===== src/rtl/key_debounce_pkg.sv =====
// Shared definitions for the key input-conditioning blocks.
// Exports the debounce state encoding and the default qualification length.
package key_debounce_pkg;

  // 20 ms at 50 MHz.
  localparam int DEBOUNCE_CYCLES_DEFAULT = 1000000;

  typedef enum logic [1:0] {
    IDLE_LOW  = 2'b00,
    WAIT_HIGH = 2'b01,
    WAIT_LOW  = 2'b10,
    IDLE_HIGH = 2'b11
  } db_state_e;

endpackage


===== src/rtl/sync_2ff.sv =====
// Two-flop synchronizer that brings one asynchronous bit into the clk domain.
// The synchronous reset clears both flops to 0.
module sync_2ff (
  input  logic clk,
  input  logic rst,
  input  logic d,
  output logic q
);

  logic s1;
  logic s2;

  always_ff @(posedge clk) begin
    if (rst) begin
      s1 <= 1'b0;
      s2 <= 1'b0;
    end else begin
      s1 <= d;
      s2 <= s1;
    end
  end

  assign q = s2;

endmodule


===== src/rtl/key_debounce.sv =====
// Debounces a raw key level into key_clean and produces rise/fall pulses and a press count.
// A new level is accepted after DEBOUNCE_CYCLES+1 consecutive matching synchronized samples.
module key_debounce
  import key_debounce_pkg::*;
#(
  parameter int DEBOUNCE_CYCLES = DEBOUNCE_CYCLES_DEFAULT,
  parameter int CNT_W           = 20,
  parameter int PRESS_W         = 8
) (
  input  logic               clk,
  input  logic               rst,
  input  logic               key_in,
  output logic               key_clean,
  output logic               key_rise,
  output logic               key_fall,
  output logic [PRESS_W-1:0] press_cnt,
  output logic               busy
);

  localparam longint CNT_LIMIT = longint'(1) << CNT_W;
  localparam logic [CNT_W-1:0] CNT_LAST = CNT_W'(DEBOUNCE_CYCLES - 1);

  if (longint'(DEBOUNCE_CYCLES) < 2 || longint'(DEBOUNCE_CYCLES) >= CNT_LIMIT) begin : g_bad_cycles
    $error("key_debounce: DEBOUNCE_CYCLES must lie in 2 .. 2**CNT_W-1");
  end

  logic key_sync;

  sync_2ff u_sync (
    .clk (clk),
    .rst (rst),
    .d   (key_in),
    .q   (key_sync)
  );

  // state_q is the observable FSM state for checkers.
  db_state_e          state_q, state_d;
  logic [CNT_W-1:0]   cnt_q, cnt_d;
  logic               clean_q, clean_d;
  logic               rise_q, rise_d;
  logic               fall_q, fall_d;
  logic [PRESS_W-1:0] press_q, press_d;
  logic               busy_q, busy_d;

  always_ff @(posedge clk) begin
    if (rst) begin
      state_q <= IDLE_LOW;
      cnt_q   <= '0;
      clean_q <= 1'b0;
      rise_q  <= 1'b0;
      fall_q  <= 1'b0;
      press_q <= '0;
      busy_q  <= 1'b0;
    end else begin
      state_q <= state_d;
      cnt_q   <= cnt_d;
      clean_q <= clean_d;
      rise_q  <= rise_d;
      fall_q  <= fall_d;
      press_q <= press_d;
      busy_q  <= busy_d;
    end
  end

  always_comb begin
    state_d = state_q;
    cnt_d   = cnt_q;
    clean_d = clean_q;
    rise_d  = 1'b0;
    fall_d  = 1'b0;
    press_d = press_q;
    case (state_q)
      IDLE_LOW: begin
        if (key_sync) begin
          state_d = WAIT_HIGH;
          cnt_d   = '0;
        end
      end
      WAIT_HIGH: begin
        if (!key_sync) begin
          state_d = IDLE_LOW;
          cnt_d   = '0;
        end else if (cnt_q == CNT_LAST) begin
          state_d = IDLE_HIGH;
          clean_d = 1'b1;
          rise_d  = 1'b1;
          press_d = press_q + PRESS_W'(1);
        end else begin
          cnt_d = cnt_q + CNT_W'(1);
        end
      end
      IDLE_HIGH: begin
        if (!key_sync) begin
          state_d = WAIT_LOW;
          cnt_d   = '0;
        end
      end
      WAIT_LOW: begin
        if (key_sync) begin
          state_d = IDLE_HIGH;
          cnt_d   = '0;
        end else if (cnt_q == CNT_LAST) begin
          state_d = IDLE_LOW;
          clean_d = 1'b0;
          fall_d  = 1'b1;
        end else begin
          cnt_d = cnt_q + CNT_W'(1);
        end
      end
      default: begin
        state_d = IDLE_LOW;
        cnt_d   = '0;
      end
    endcase
    busy_d = (state_d == WAIT_HIGH) || (state_d == WAIT_LOW);
  end

  assign key_clean = clean_q;
  assign key_rise  = rise_q;
  assign key_fall  = fall_q;
  assign press_cnt = press_q;
  assign busy      = busy_q;

endmodule


===== config.mk =====
export PLATFORM = sky130hd
export DESIGN_NAME = key_debounce
export DESIGN_NICKNAME = d
export VERILOG_FILES = /design/src/rtl/key_debounce_pkg.sv /design/src/rtl/sync_2ff.sv /design/src/rtl/key_debounce.sv
export SDC_FILE = /design/constraint.sdc
export NUM_CORES = 1
export LEC_CHECK = 0
export CORE_ASPECT_RATIO = 1.1
export CORE_MARGIN = 2
export CORE_UTILIZATION = 42
export DETAILED_ROUTE_END_ITERATION = 12
export GPL_TIMING_DRIVEN = 0
export PLACE_DENSITY = 0.73
export SETUP_SLACK_MARGIN = 0.02
export SYNTH_ARGS = -nofsm -noshare
export SYNTH_HDL_FRONTEND = slang
export SYNTH_HIERARCHICAL = 1
export SYNTH_SLANG_ARGS = --single-unit
export TNS_END_PERCENT = 100

===== constraint.sdc =====
create_clock -name clk -period 2.4 [get_ports clk]
set_clock_uncertainty 0.05 [all_clocks]
set_input_delay 0.36 -clock clk [delete_from_list [all_inputs] [get_ports clk]]
set_output_delay 0.36 -clock clk [all_outputs]
set_load 0.005 [all_outputs]

==> qor.csv <==
metric;value;unit
hpwl dp;3000;um
Skew-Pair Late Insertion Delay;0.29;ns
DIE AREA;0.00525;mm^2
final worst-path cycle share;0.928;
async set-reset flop share out of synthesis;0;
most common cell after layout, fill and taps aside;dfxtp_1;
number of post-CTS setup repair buffers;0;
leading area contributor after synthesis;dfxtp_1;
Synth Area in Compound Gates;0.135;
ranking of synthesized cells by area;dfxtp_1 37%, nor2_1 5.7%, xor2_1 5.3%;
Rows;26;
Hold Crit Class;flop to flop;
Inserted Diodes;0;
# hold bufs at CTS;0;
Peak Freq;449;MHz
Vias/cell;5.60;
htree depth;2;
io pins;15;
worst ir drop on vdd;362;uV
initial antenna violation count;0;
met2 WL;2030;um
Starting Density;0.429;
Power, Total;1.21;mW
Worst Path Required;2.53;ns
via count;1708;
share of post-route cells with drive strength above 1;0.0924;
Filler cells;451;
final core utilization;0.498;
status;finished clean;
Routed Antenna Nets;0;
library cells used by synthesis;53;
IO buf count;14;
critical path fanouts, max;10;
DR top layer;met4;
Post-Synthesis Cell Area;0.00197;mm^2
CP endpoint kind;flop;
dpl cells;297;
post-layout minimum cycle time;2.23;ns
adder-cell share of the synthesized area;0.0445;
grt total ovfl;0;
DRT Wirelength;4210;um
largest net degree at the start of global routing;12;
final setup fails;0;
CTS Sinks;36;
vias in the first global route;1636;
final hold viol count;0;
Non-Filler Instances;305;
core area;0.00459;mm^2
power per cell area;531;mW/mm^2
RSZ-0062 raised after global routing;false;
die width;69.3;um
Placer Congestion;0.900;
worst-margin pin slew;0.463;ns
Synth Flop Type;dfxtp_1;
sequential area share after synthesis;0.366;
Worst slew margin;0.691;
wire per inst;13.8;um
register bit total from synthesis;36;
Worst setup SP type;flop;
Placed Area;0.00218;mm^2
multiplexer area fraction after synthesis;0.0331;
Final Cell Area;0.00229;mm^2
WHS;0.389;ns
kind of critical path;flop to flop;
CP Data Arrival Time;2.35;ns
TritonRoute pass-1 iters;4;
Max Buffers Root-to-Sink;2;
top cell type's share of synthesized area;0.366;
met3 wire length;165;um
most frequent cells in the layout;36 x dfxtp_1, 30 x nor2_1, 14 x clkdlybuf4s50_1;
Yosys warnings;6;
max-cap viol count;0;
first-pass GRT wire length;7420;um
post-layout net count;258;
M1 WL;1940;um
largest family of logic cells by synthesized area;simple AND/OR/NAND/NOR gates;
clock slew at reported path FFs;0.07;ns
DRT iter0 DRCs;86;
Die Y;75.8;um
TritonCTS buffer count;5;
Leakage;0.778;nW
Synth Area in XOR/XNOR;0.0802;
total global-route track usage;0.175;
Syn Area/Cell;8.66;um^2
Post-Synthesis Cells;227;
CTS tree;done;
syn_nets;237;
EDFF count, synth;0;
Layout area overhead;16.2;%
clk root buf;clkbuf_8;
post-synthesis simple-gate area fraction;0.303;
DR DRC count;0;
Final Max Slew Viols;0;
stage by stage:
stage | setup TNS (ns) | setup slack [ns]
detailed placement | -0.873 | -0.0937
global route | 0 | 0.0224
floorplan | 0 | 0.422
global placement | -0.401 | -0.0447
finish | 0 | 0.174
CTS | 0 | 0.0875
kinds of logic (layout without fill, tap and decap cells):
family | after synthesis | in the layout
AND/OR/NAND/NOR | 104 | 104
flip-flops | 36 | 36
adder cells (fa/ha/maj) | 7 | 7
XOR/XNOR | 18 | 18
AO/OA/AOI/OAI | 42 | 42
buffers and inverters | 15 | 37
multiplexers | 5 | 5
path summary, 6_finish.rpt:
kind	start	to	slack (ns)	cells past startpoint
max reg2reg	state_q[1]	cnt_q[14]	0.17	8
min reg2reg	u_sync/s1	u_sync/q	0.39	1
max	state_q[1]	cnt_q[14]	0.17	8
min	u_sync/s1	u_sync/q	0.39	1
Yosys cell counts, types with 4 or more instances:
cell type and n:
nor3_1 4, dfxtp_1 36, nand2_1 11, o21ai_0 12
nor4_1 8, clkbuf_1 4, xor2_1 12, inv_1 4
a21oi_1 11, xnor2_1 6, ha_1 7, and2_1 7
nor2_1 30, buf_2 4, nand4_1 7, nand3_1 6
nor2b_1 6
state kept, by name, summed over array words and instances (netlist names):
register / flops
press_cnt: 8
key_fall: 1
state_q: 2
u_sync/q: 1
cnt_q: 20
busy: 1
key_clean: 1
u_sync/s1: 1
key_rise: 1
layout make-up:
class,count,area (um^2),area share
flip-flops and latches,36,721,0.315
repair buffers,14,140,0.0613
plain buffers,11,58.8,0.0257
clock buffers,6,72.6,0.0317
clock inverters,2,35.0,0.0153
inverters,4,15.0,0.00657
multi-input cells,176,1170,0.513
well taps,56,70.1,0.0307
critical path, cell delays in order, from the launching register on:
cell	delay (ns)
dfxtp_1	0.42
inv_1	0.17
ha_1	0.31
and2_1	0.23
o21ai_1	0.23
a21o_1	0.14
buf_2	0.22
buf_2	0.28
nor2_1	0.07
layer usage:
metal  up-vias  GRT usage
li1        868          -
met5         -          0
met1       799      0.210
met3         9     0.0410
met2        32      0.313
met4         0     0.0654
where the power goes:
part           internal (mW)  leakage, nW  switching [mW]  total (mW)
Sequential             0.604        0.291         0.00576       0.610
Combinational         0.0321        0.432          0.0430      0.0751
Clock                  0.308       0.0552           0.220       0.528
Total                  0.945        0.778           0.269        1.21
timing repair:
action	CTS	global route
resized for setup	1	1
cloned	0	0
endpoints found under the setup margin	10	10
No activity file was read; power rests on OpenSTA's default activity.
